--- src/rtl/pipe_ctrl_pkg.sv ---
// Shared encodings for the pipeline front-end controller: next-PC selects,
// sequencer states and the hardwired zero register.
package pipe_ctrl_pkg;

    localparam logic [1:0] PC_SEL_SEQ = 2'b00;
    localparam logic [1:0] PC_SEL_BR  = 2'b01;
    localparam logic [1:0] PC_SEL_JMP = 2'b10;
    localparam logic [1:0] PC_SEL_RST = 2'b11;

    localparam logic [4:0] REG_ZERO = 5'd0;

    typedef enum logic {
        RUN      = 1'b0,
        MDU_WAIT = 1'b1
    } seq_state_e;

    // True when an ID source operand is read and names the given destination.
    function automatic logic src_match(input logic used, input logic [4:0] src,
                                       input logic [4:0] dst);
        return used && (src == dst);
    endfunction

endpackage

--- src/rtl/mdu_wait_counter.sv ---
// Down-counter for the multi-cycle MDU freeze: loads the remaining wait
// cycles, decrements without wrapping and flags the last wait cycle.
module mdu_wait_counter #(
    parameter int unsigned CNT_W = 4
) (
    input  logic             Clk,
    input  logic             Clr,
    input  logic             load,
    input  logic [CNT_W-1:0] load_val,
    input  logic             dec,
    output logic             last
);

    logic [CNT_W-1:0] cnt_q;
    logic [CNT_W-1:0] cnt_d;

    always_comb begin
        cnt_d = cnt_q;
        if (load) begin
            cnt_d = load_val;
        end else if (dec && (cnt_q != '0)) begin
            cnt_d = cnt_q - CNT_W'(1);
        end
    end

    // NOTE: sequential state uses non-blocking assignments so every flop
    // samples pre-edge values regardless of block ordering.
    always_ff @(posedge Clk) begin
        if (Clr) begin
            cnt_q <= '0;
        end else begin
            cnt_q <= cnt_d;
        end
    end

    assign last = (cnt_q == CNT_W'(1));

endmodule

--- src/rtl/pc_sequencer.sv ---
// Front-end controller: load-use stalls, MDU freezes and branch/jump redirects
// driving the PC, IF/ID and ID/EX registers. Stall statistics: PC_SEQ_STALL_STATS_EN.
module pc_sequencer
    import pipe_ctrl_pkg::*;
#(
    parameter int unsigned MDU_LAT = 4,
    parameter int unsigned CNT_W   = 4
) (
    input  logic        Clk,
    input  logic        Clr,
    input  logic [4:0]  Rs_ID,
    input  logic [4:0]  Rt_ID,
    input  logic        Uses_Rs,
    input  logic        Uses_Rt,
    input  logic        Ex_MemRead,
    input  logic [4:0]  Ex_Rd,
    input  logic        Ex_Mdu_Start,
    input  logic        Branch_Taken,
    input  logic        Jump,
    output logic        Pc_We,
    output logic [1:0]  Pc_Sel,
    output logic        Ifid_We,
    output logic        Ifid_Flush,
    output logic        Id_Bubble,
    output logic        Ex_Hold,
    output logic [31:0] Lu_Stall_Cnt,
    output logic [31:0] Mdu_Stall_Cnt
);

    // The issue cycle is the first freeze cycle, so the wait state covers the rest.
    localparam logic             MDU_MULTI  = (MDU_LAT > 1);
    localparam logic [CNT_W-1:0] MDU_RELOAD = CNT_W'(MDU_LAT - 1);

    seq_state_e state_q;
    seq_state_e state_d;
    logic       lu;
    logic       cnt_load;
    logic       cnt_dec;
    logic       cnt_last;

    assign lu = Ex_MemRead && (Ex_Rd != REG_ZERO) &&
                (src_match(Uses_Rs, Rs_ID, Ex_Rd) || src_match(Uses_Rt, Rt_ID, Ex_Rd));

    // NOTE: every output and next-state signal gets a default first, so no
    // path through the priority chain can infer a latch.
    always_comb begin
        state_d    = state_q;
        cnt_load   = 1'b0;
        cnt_dec    = 1'b0;
        Pc_We      = 1'b1;
        Pc_Sel     = PC_SEL_SEQ;
        Ifid_We    = 1'b1;
        Ifid_Flush = 1'b0;
        Id_Bubble  = 1'b0;
        Ex_Hold    = 1'b0;
        if (Clr) begin
            state_d    = RUN;
            Pc_Sel     = PC_SEL_RST;
            Ifid_Flush = 1'b1;
            Id_Bubble  = 1'b1;
        end else if (state_q == MDU_WAIT) begin
            Pc_We   = 1'b0;
            Ifid_We = 1'b0;
            Ex_Hold = 1'b1;
            cnt_dec = 1'b1;
            if (cnt_last) begin
                state_d = RUN;
            end
        end else if (Ex_Mdu_Start) begin
            Pc_We   = 1'b0;
            Ifid_We = 1'b0;
            Ex_Hold = 1'b1;
            if (MDU_MULTI) begin
                state_d  = MDU_WAIT;
                cnt_load = 1'b1;
            end
        end else if (lu) begin
            // A redirect in this cycle is dropped; the branch re-resolves next cycle.
            Pc_We     = 1'b0;
            Ifid_We   = 1'b0;
            Id_Bubble = 1'b1;
        end else if (Jump) begin
            Pc_Sel     = PC_SEL_JMP;
            Ifid_Flush = 1'b1;
        end else if (Branch_Taken) begin
            Pc_Sel     = PC_SEL_BR;
            Ifid_Flush = 1'b1;
        end
    end

    always_ff @(posedge Clk) begin
        if (Clr) begin
            state_q <= RUN;
        end else begin
            state_q <= state_d;
        end
    end

    mdu_wait_counter #(
        .CNT_W(CNT_W)
    ) u_mdu_wait_counter (
        .Clk      (Clk),
        .Clr      (Clr),
        .load     (cnt_load),
        .load_val (MDU_RELOAD),
        .dec      (cnt_dec),
        .last     (cnt_last)
    );

`ifdef PC_SEQ_STALL_STATS_EN
    logic [31:0] lu_cnt_q;
    logic [31:0] lu_cnt_d;
    logic [31:0] mdu_cnt_q;
    logic [31:0] mdu_cnt_d;
    logic        lu_stall;
    logic        mdu_freeze;

    assign lu_stall   = !Clr && (state_q == RUN) && !Ex_Mdu_Start && lu;
    assign mdu_freeze = !Clr && ((state_q == MDU_WAIT) || Ex_Mdu_Start);

    // Both statistics saturate rather than wrap.
    always_comb begin
        lu_cnt_d  = lu_cnt_q;
        mdu_cnt_d = mdu_cnt_q;
        if (lu_stall && (lu_cnt_q != '1)) begin
            lu_cnt_d = lu_cnt_q + 32'd1;
        end
        if (mdu_freeze && (mdu_cnt_q != '1)) begin
            mdu_cnt_d = mdu_cnt_q + 32'd1;
        end
    end

    always_ff @(posedge Clk) begin
        if (Clr) begin
            lu_cnt_q  <= '0;
            mdu_cnt_q <= '0;
        end else begin
            lu_cnt_q  <= lu_cnt_d;
            mdu_cnt_q <= mdu_cnt_d;
        end
    end

    assign Lu_Stall_Cnt  = lu_cnt_q;
    assign Mdu_Stall_Cnt = mdu_cnt_q;
`else
    assign Lu_Stall_Cnt  = '0;
    assign Mdu_Stall_Cnt = '0;
`endif

endmodule

--- config.mk ---
export PLATFORM = sky130hd
export DESIGN_NAME = pc_sequencer
export DESIGN_NICKNAME = d
export VERILOG_FILES = /design/src/rtl/pipe_ctrl_pkg.sv /design/src/rtl/mdu_wait_counter.sv /design/src/rtl/pc_sequencer.sv
export SDC_FILE = /design/constraint.sdc
export NUM_CORES = 1
export LEC_CHECK = 0
export ABC_AREA = 1
export BUFFER_PORTS_ARGS = -buffer_cell sky130_fd_sc_hd__buf_4
export CAP_MARGIN = 5
export CORE_ASPECT_RATIO = 1.25
export CORE_MARGIN = 2
export CORE_UTILIZATION = 41
export CTS_CLUSTER_DIAMETER = 40
export DETAILED_ROUTE_END_ITERATION = 8
export HOLD_SLACK_MARGIN = 0.08
export PLACE_DENSITY = 0.95
export SLEW_MARGIN = 0
export SYNTH_ARGS = -nofsm -noshare
export SYNTH_HDL_FRONTEND = slang
export SYNTH_SLANG_ARGS = --single-unit
--- constraint.sdc ---
create_clock -name Clk -period 3.5 [get_ports Clk]
set_input_delay 0.175 -clock Clk [delete_from_list [all_inputs] [get_ports Clk]]
set_output_delay 0.175 -clock Clk [all_outputs]
set_load 0.01 [all_outputs]
==> results by group, run 1 <==
Placed design
  • Quantity of I/O buffers inserted on ports: 29
  • HPWL after DPL: 1.58 mm
  • Dpl ws: 2200 ps
  • Placement Cell Area: 1060 sq um
  • Placer Congestion: 0.704

Power
  • Maximum vdd drop: 0.000100 V
  • LEAKAGE: 0.700 nW
  • Total power: 250 uW
  • Pwr Density: 229 nW/um^2

Layout
  • Footprint of the multi-input gates: 606 sq um
  • Highest-count cells in the layout ignoring fill and taps: 64 x conb_1, 32 x nand2_1, 29 x buf_4
  • Nets: 230
  • Commonest non-fill, non-tap cell in the layout: conb_1
  • Reg area: 100 sq um
  • Core Util, Final: 0.444
  • Number of diodes: 0
  • Fin area: 1090 sq um
  • P&R area growth vs syn: 2.47%
  • Filler cells: 280
  • Layout cells sized above 1: 0.225

Global route
  • Tot GR Track Use: 0.114
  • GR met2 Demand/Resource: 0.238
  • First-pass GRT wire length: 2.67 mm
  • Grt met3 use: 0.0197
  • Largest net degree at the start of global routing: 9
  • GR Overflow Total: 0
  • Number of global-route vias before repair: 680
  • Met1 Usage GRT: 0.106
  • Busiest layer in global routing: met2
  • Initial antenna violation count: 0

Die
  • Die X: 49.6 microns
  • Initial Util: 0.434
  • Die area: 3020 sq um
  • I/O pin cnt: 94
  • Die height: 60.9 microns
  • Core box area: 2450 sq um
  • Core Rows: 20

STA
  • Fin. max-slew vios: 0
  • Period minus WS final: 1440 ps
  • Crit share post-route: 0.411
  • Total negative setup slack: 0 ps
  • Fmax achieved: 696 MHz
  • Final setup margin: 2060 ps
  • Final Hold Viols: 0
  • Worst Clk Skew: 4.51 ps
  • Setup violators final: 0
  • Unrepaired setup endpoints after global routing: no

Clocking
  • Clock transition at the registers of the reported paths: 50 ps
  • Clock root buffer: clkbuf_4
  • H-Tree Depth: 1
  • Clk_lat worst skew: 250 ps
  • Post-CTS sizing: 0
  • Cts bufs inserted: 3
  • Post-CTS Setup Bufs: 0
  • Hold Buf Count CTS: 0
  • CTS Sinks: 5
  • CTS tree: built
  • Max Root-Sink Buffers: 2

Outcome
  • Outcome: complete, no violations

Route
  • Routed WL per cell: 7.33 microns
  • Total detailed-routing wirelength: 1.74 mm
  • Iteration-0 DRC Markers: 16
  • Via count: 888
  • Final ANT Viol Nets: 0
  • Drt first pass iters: 4
  • DRC: 0
  • Vias per inst: 3.75

Worst setup path
  • Critical path class: register to primary output
  • Launching point of the worst reg2reg path: u_mdu_wait_counter.cnt_q[0]
  • R2R Setup Slk: 2190 ps
  • Crit path launch type: register
  • Setup crit end kind: primary output
  • R2R depth: 6
  • Reg-to-Reg End: u_mdu_wait_counter.cnt_q[3]
  • Worst EP required: 3320 ps
  • CP arrival: 1260 ps
  • Critical path startpoint: state_q
  • Max FO, Critical Path: 5

Run
  • Max Cap Viol: 0

Synth
  • Cell count after synthesis: 174
  • Yosys reg bits: 5
  • Ys Warns: 0
  • Mean area per synthesized cell: 6.11 sq um
  • Mapped Area: 1060 sq um
  • Register area share after synthesis: 0.0941
  • Distinct cells, synth: 20

Min path
  • Hold EP: u_mdu_wait_counter.cnt_q[0]
  • Hold/Removal Path Class: input pin to register
  • Beginning of the worst hold path: Clr
  • Hold depth: 2
## report_power, final
part | internal [mW] | leakage (nW) | switching [mW]
sequential | 0.0612 | 0.0412 | 0.00311
combinational | 0.0412 | 0.643 | 0.0741
clock | 0.0433 | 0.0150 | 0.0268
total | 0.146 | 0.700 | 0.104
## per-stage QoR
stage / cells / hold WS (ps)
floorplan: 237 / 389
global placement: 233 / 423
detailed placement: 233 / 425
CTS: 237 / 162
global route: 237 / 181
finish: 237 / 163
## Yosys cell counts
cell | number | share of area
nand3_2 | 2 | 0.019
nand3_1 | 4 | 0.019
a21oi_1 | 1 | 0.0047
nor2_2 | 1 | 0.0059
ha_1 | 2 | 0.024
clkinv_2 | 1 | 0.0047
nor3_1 | 3 | 0.014
nor3b_2 | 2 | 0.024
buf_4 | 66 | 0.47
nor2_1 | 19 | 0.067
nand2_1 | 32 | 0.11
nand2_2 | 3 | 0.018
o21ai_0 | 2 | 0.0094
o21ai_1 | 2 | 0.0094
inv_2 | 5 | 0.018
conb_1 | 1 | 0.0035
inv_1 | 20 | 0.071
dfxtp_1 | 5 | 0.094
a31oi_1 | 2 | 0.012
nand4_1 | 1 | 0.0059
## critical path: stages, from the launching register on
cell,delay (ps)
dfxtp_1,400
nor2_1,90
nor2_1,140
inv_1,90
nand2_2,100
inv_1,60
buf_4,140
## registers in the layout, indices dropped and copies added (netlist names)
signal,count
u_mdu_wait_counter.cnt_q,4
state_q,1
## cells by family (layout without fill, tap and decap cells)
family / Yosys count / count (layout) / synth area share
other cells: 1 / 64 / 0.00353
fa+ha+maj: 2 / 2 / 0.0235
flops: 5 / 5 / 0.0941
simple gates: 67 / 67 / 0.285
compound gates: 7 / 7 / 0.0353
buf+inv: 92 / 59 / 0.559
## layout make-up
type                    count  area share
inverters                  26      0.0907
repair buffers             29       0.200
flip-flops and latches      5      0.0918
well taps                  33      0.0379
multi-input cells         140       0.556
clock buffers               4      0.0241
## worst max-delay path by stage
stage	end	slack, ps	cells after the start
final	Ifid_We	2060	6
after global routing	Ifid_We	1910	6
after floorplan	Pc_We	2280	6
after detailed placement	u_mdu_wait_counter.cnt_q[3]	2200	6
after CTS	Ifid_We	2060	6
after global placement	Pc_We	2270	10
## routing by layer
metal	part of all wire	wire length, microns
met1	0.35	600
met2	0.53	913
met3	0.12	205
met4	0.011	19
met5	0	0
No activity file was read; power rests on OpenSTA's default activity.
==> run 2, diff against run 1 <==
- CORE_UTILIZATION: 41 -> 34
- PLACE_DENSITY: 0.95 -> 0.87
- clock period: 3.5 -> 1.25 ns (I/O delays scaled with it)
==> run 2 against run 1 <==
Total power grew to 3.0 times the previous value. Non-clock buffer count is 4 higher. Largest power group unchanged. Sequential share of layout area is 0.055 points lower. Clock power grew to 2.8 times the previous value. Core utilization is 5.3 points lower. Die area is 19% higher. Register-to-register slack worse by 2200 ps.
==> results by group, run 2 (synthesized netlist as in run 1, its figures left out) <==
Die
  • Core box area: 2970 sq um (+21%)
  • Die area: 3590 sq um (+19%)
  • Initial Util: 0.358 (-0.0759)
  • Core Rows: 22 (+10%)
  • I/O pin cnt: 94 (unchanged)
  • Die height: 66.5 microns (+9.2%)
  • Die X: 54.0 microns (+9.0%)

Route
  • Total detailed-routing wirelength: 2.01 mm (+16%)
  • Vias per inst: 3.70 (-1.3%)
  • Final ANT Viol Nets: 0 (unchanged)
  • Iteration-0 DRC Markers: 13 (-3)
  • DRC: 0 (unchanged)
  • Via count: 902 (+1.6%)
  • Drt first pass iters: 4 (unchanged)
  • Routed WL per cell: 8.24 microns (+12%)

Global route
  • Largest net degree at the start of global routing: 8 (-1)
  • Number of global-route vias before repair: 703 (+3.4%)
  • Initial antenna violation count: 0 (unchanged)
  • GR Overflow Total: 0 (unchanged)
  • Tot GR Track Use: 0.105 (-0.00973)
  • First-pass GRT wire length: 2.77 mm (+3.9%)

Layout
  • Fin area: 1160 sq um (+6.9%)
  • Reg area: 106 sq um (+6.3%)
  • Largest register FFs: 4 (unchanged)
  • Highest-count cells in the layout ignoring fill and taps: 64 x conb_1, 32 x buf_4, 31 x nand2_1
  • Top reg by flops: u_mdu_wait_counter.cnt_q
  • Nets: 234 (+1.7%)
  • P&R area growth vs syn: 9.53%
  • Filler cells: 326 (+16%)
  • Commonest non-fill, non-tap cell in the layout: conb_1
  • Filler-free cell count of the finished design: 244 (+3.0%)
  • Number of diodes: 0 (unchanged)
  • Footprint of the multi-input gates: 638 sq um (+5.4%)
  • Layout cells sized above 1: 0.293 (+0.0678)
  • Biggest regs: u_mdu_wait_counter.cnt_q (4), state_q (1)

STA
  • Period minus WS final: 1220 ps
  • Fmax achieved: 823 MHz
  • Setup violators final: 0 (unchanged)
  • Unrepaired setup endpoints after global routing: yes
  • Crit share post-route: 0.972
  • Final setup margin: 35.0 ps (-2030 ps)
  • Fin. max-slew vios: 0 (unchanged)
  • Final Hold Viols: 0 (unchanged)
  • Total negative setup slack: 0 ps (unchanged)
  • Worst Clk Skew: 0.942 ps (-3.57 ps)

Power
  • Net Switching: 316 uW (+200%)
  • Internal power: 435 uW (+200%)
  • Maximum vdd drop: 0.000280 V (+180%)
  • Seq pwr share: 0.243 (-0.014)
  • Gate power share: 0.492 (+0.030)
  • Sw Share: 0.421 (+0.00492)
  • Total power: 751 uW (+200%)
  • Pwr Density: 645 nW/um^2 (+180%)
  • Clk pwr share: 0.265 (-0.016)
  • LEAKAGE: 0.720 nW (+2.9%)

Placed design
  • Placed insts: 236 (+1.3%)
  • Placer Congestion: 0.727 (+3.2%)
  • Quantity of I/O buffers inserted on ports: 29 (unchanged)
  • HPWL after DPL: 1.60 mm (+0.95%)
  • Placement Cell Area: 1070 sq um (+0.35%)
  • Dpl ws: 17.6 ps (-2180 ps)

Worst setup path
  • Max FO, Critical Path: 3 (-2)
  • Crit path launch type: register
  • Critical path class: register to register
  • CP arrival: 1400 ps (+140 ps)
  • Worst EP required: 1430 ps (-1890 ps)
  • Setup crit end kind: register

Clocking
  • Clk_lat worst skew: 250 ps (about the same)
  • Cts bufs inserted: 3 (unchanged)
  • H-Tree Depth: 1 (unchanged)
  • Max Root-Sink Buffers: 2 (unchanged)
  • Clock transition at the registers of the reported paths: 50 ps (about the same)
  • CTS tree: built
  • CTS Sinks: 5 (unchanged)
  • Clock root buffer: clkbuf_4

Min path
  • Hold/Removal Path Class: input pin to register

Run
  • Max Cap Viol: 0 (unchanged)

Outcome
  • Outcome: complete, no violations
[run 2: changes by cell type in the layout (fill, tap and decap cells not counted), moves of 3 or more]
cell,before,now
inv_2,5,8
buf_4,29,32
nor2_1,19,16
dfxtp_1,5,2
inv_1,20,17
[run 2: worst paths after layout]
| path | start | endpoint | slack (ps) | cells past startpoint |
|---|---|---|---|---|
| max | u_mdu_wait_counter.cnt_q[1] | u_mdu_wait_counter.cnt_q[3] | 30 | 6 |
| min | Clr | state_q | 130 | 4 |
| max reg2reg | u_mdu_wait_counter.cnt_q[1] | u_mdu_wait_counter.cnt_q[3] | 30 | 6 |
| min reg2reg | state_q | state_q | 470 | 1 |
[run 2: worst max-delay path, cell delays in order (launching register included)]
cell and delay, ps:
dfxtp_2 330, inv_2 60, ha_4 160, nand2_2 70, nand4_1 190, o21ai_1 180, nor3b_2 150
[run 2: layout make-up]
cell class              count  area share
clock buffers               4      0.0226
inverters                  26      0.0849
multi-input cells         140       0.548
flip-flops and latches      5      0.0913
well taps                  36      0.0387
repair buffers             33       0.215
[run 2: per-stage QoR]
step / hold slack (ps) / util
floorplan: 264 / -
global placement: 317 / 0.359
detailed placement: 324 / 0.359
CTS: 160 / 0.376
global route: 146 / 0.392
finish: 128 / 0.392
[run 2: repair_timing]
item | CTS | global route
pin swaps | 1 | 6
hold buffers | 1 | 0
setup buffers | 0 | 3
endpoints found under the hold margin | 2 | 0
gates resized for setup | 5 | 11
endpoints found under the setup margin | 5 | 8
[run 2: power groups by stage]
stage | Sequential (mW) | Combinational, mW | Clock, mW
floorplan | 0.181 | 0.364 | 0
global route | 0.183 | 0.419 | 0.224
detailed placement | 0.183 | 0.321 | 0
finish | 0.182 | 0.370 | 0.199
CTS | 0.181 | 0.329 | 0.202
global placement | 0.182 | 0.315 | 0
[run 2: metal layers]
metal | part of all wire | wire length [microns] | global-route usage | vias up
met5 | 0 | 0 | 0 | -
li1 | - | - | - | 459
met1 | 0.33 | 657 | 0.0973 | 375
met2 | 0.54 | 1080 | 0.200 | 66
met4 | 0.011 | 22 | 0.0656 | 0
met3 | 0.13 | 253 | 0.0179 | 2
==> run 3, diff against run 2 <==
- MAX_ROUTING_LAYER: not set -> met4
==> run 3 against run 2 <==
Clock skew is essentially flat. First-iteration DRC count grew 62%. Final cell count is the same. Routed wire length shrank 0.25%. Final area is the same. Non-clock buffer count is the same. Count of clock-buffer cells in the layout is the same. Worst hold slack lost 3.2 ps. Largest power group unchanged.
==> results by group, run 3 (synthesized netlist as in run 1, its figures left out) <==
Outcome
  • Outcome: complete, no violations

Power
  • LEAKAGE: 0.720 nW (unchanged)
  • Maximum vdd drop: 0.000280 V (about the same)
  • Pwr Density: 646 nW/um^2 (+0.18%)

STA
  • Unrepaired setup endpoints after global routing: yes
  • Setup violators final: 0 (unchanged)
  • Min Hold Slack: 125 ps (-3.16 ps)
  • Final setup margin: 41.9 ps (+6.94 ps)
  • Final Hold Viols: 0 (unchanged)
  • Period minus WS final: 1210 ps (-6.94 ps)
  • Total negative setup slack: 0 ps (unchanged)
  • Fin. max-slew vios: 0 (unchanged)
  • Crit share post-route: 0.966 (-0.00555)
  • Fmax achieved: 828 MHz (+0.57%)
  • Worst Clk Skew: 1.30 ps (+0.360 ps)

Layout
  • Nets: 234 (unchanged)
  • Layout cells sized above 1: 0.293 (unchanged)
  • Highest-count cells in the layout ignoring fill and taps: 64 x conb_1, 32 x buf_4, 31 x nand2_1
  • Number of diodes: 0 (unchanged)
  • P&R area growth vs syn: 9.53% (unchanged)
  • Top reg by flops: u_mdu_wait_counter.cnt_q
  • Commonest non-fill, non-tap cell in the layout: conb_1
  • Fin area: 1160 sq um (unchanged)
  • Largest register FFs: 4 (unchanged)
  • Biggest regs: u_mdu_wait_counter.cnt_q (4), state_q (1)
  • Filler cells: 326 (unchanged)
  • Core Util, Final: 0.392 (unchanged)

Worst setup path
  • Crit path cell chain: inv_2 > ha_4 > nand2_2 > nand4_1 > o21ai_1 > nor3b_2
  • Critical path class: register to register
  • Crit path launch type: register
  • CP arrival: 1390 ps (about the same)
  • R2R depth: 6 (unchanged)
  • Setup crit end kind: register
  • Slowest-stage cell, CP: dfxtp_2
  • CP peak stage delay: 330 ps (about the same)
  • Max FO, Critical Path: 3 (unchanged)
  • Worst EP required: 1430 ps (about the same)

Route
  • Drt first pass iters: 4 (unchanged)
  • Iteration-0 DRC Markers: 21 (+8)
  • Via count: 913 (+1.2%)
  • Total detailed-routing wirelength: 2.01 mm (-0.25%)
  • Routed WL per cell: 8.22 microns (-0.25%)
  • DRC: 0 (unchanged)
  • Final ANT Viol Nets: 0 (unchanged)
  • Vias per inst: 3.74 (+1.2%)

Die
  • Die height: 66.5 microns (unchanged)
  • I/O pin cnt: 94 (unchanged)
  • Die area: 3590 sq um (unchanged)
  • Die X: 54.0 microns (unchanged)
  • Core box area: 2970 sq um (unchanged)
  • Core Rows: 22 (unchanged)
  • Initial Util: 0.358 (unchanged)

Placed design
  • HPWL after DPL: 1.60 mm (unchanged)
  • Placement Cell Area: 1070 sq um (unchanged)
  • Dpl ws: 17.6 ps (unchanged)
  • Placer Congestion: 0.735 (+1.2%)
  • Quantity of I/O buffers inserted on ports: 29 (unchanged)

Global route
  • Largest net degree at the start of global routing: 8 (unchanged)
  • GR Overflow Total: 0 (unchanged)
  • Number of global-route vias before repair: 704 (+0.14%)
  • Initial antenna violation count: 0 (unchanged)
  • Tot GR Track Use: 0.107 (+0.00261)
  • First-pass GRT wire length: 2.77 mm (unchanged)

Clocking
  • Max Root-Sink Buffers: 2 (unchanged)
  • H-Tree Depth: 1 (unchanged)
  • Cts bufs inserted: 3 (unchanged)
  • Clock transition at the registers of the reported paths: 50 ps (about the same)
  • CTS tree: built
  • Clk_lat worst skew: 250 ps (about the same)
  • Clock root buffer: clkbuf_4
  • CTS Sinks: 5 (unchanged)

Min path
  • Hold depth: 4 (unchanged)
  • Hold/Removal Path Class: input pin to register

Run
  • Max Cap Viol: 0 (unchanged)
[run 3: worst max-delay path: cells and delay by family (launching register included)]
kind            cells  cell delay [ps]
fa+ha+maj           1              160
simple gates        3              400
buf+inv             1               60
flops               1              330
compound gates      1              170
[run 3: layout make-up]
| type | count | area [sq um] | share of cell area |
|---|---|---|---|
| tap | 36 | 45.0 | 0.0387 |
| clock buffer | 4 | 26.3 | 0.0226 |
| multi-input combinational | 140 | 638 | 0.548 |
| sequential | 5 | 106 | 0.0913 |
| inverter | 26 | 98.8 | 0.0849 |
| timing repair buffer | 33 | 250 | 0.215 |
[run 3: worst paths after layout]
check | start | endpoint | slack [ps]
max | u_mdu_wait_counter.cnt_q[1] | u_mdu_wait_counter.cnt_q[3] | 40
min | Clr | state_q | 130
max reg2reg | u_mdu_wait_counter.cnt_q[1] | u_mdu_wait_counter.cnt_q[3] | 40
min reg2reg | state_q | state_q | 470
[run 3: power by group]
group / leakage (nW) / internal (mW) / total [mW] / switching [mW]
Sequential: 0.0422 / 0.173 / 0.182 / 0.00961
Clock: 0.0150 / 0.121 / 0.200 / 0.0789
Combinational: 0.663 / 0.141 / 0.370 / 0.229
Total: 0.720 / 0.435 / 0.752 / 0.318
[run 3: per-layer routing]
metal / share of wire / wire length (microns) / global-route usage / vias up
met5: 0 / 0 / - / -
met4: 0.025 / 51 / 0.0656 / 0
met3: 0.13 / 256 / 0.0179 / 5
met2: 0.52 / 1040 / 0.200 / 67
met1: 0.33 / 654 / 0.0973 / 382
li1: - / - / - / 459
[run 3: metrics by stage]
stage / cells / total power [mW]
after floorplan: 237 / 0.545
after global placement: 236 / 0.497
after detailed placement: 236 / 0.504
after CTS: 241 / 0.712
after global routing: 244 / 0.826
final: 244 / 0.752
[run 3: what timing repair did]
action	4_1_cts	5_1_grt
endpoints found under the setup margin	5	8
pin swaps	1	6
buffers inserted	0	3
cloned	0	0
hold buffers	1	0
gates resized for setup	5	11
hold endpoints to repair	2	0
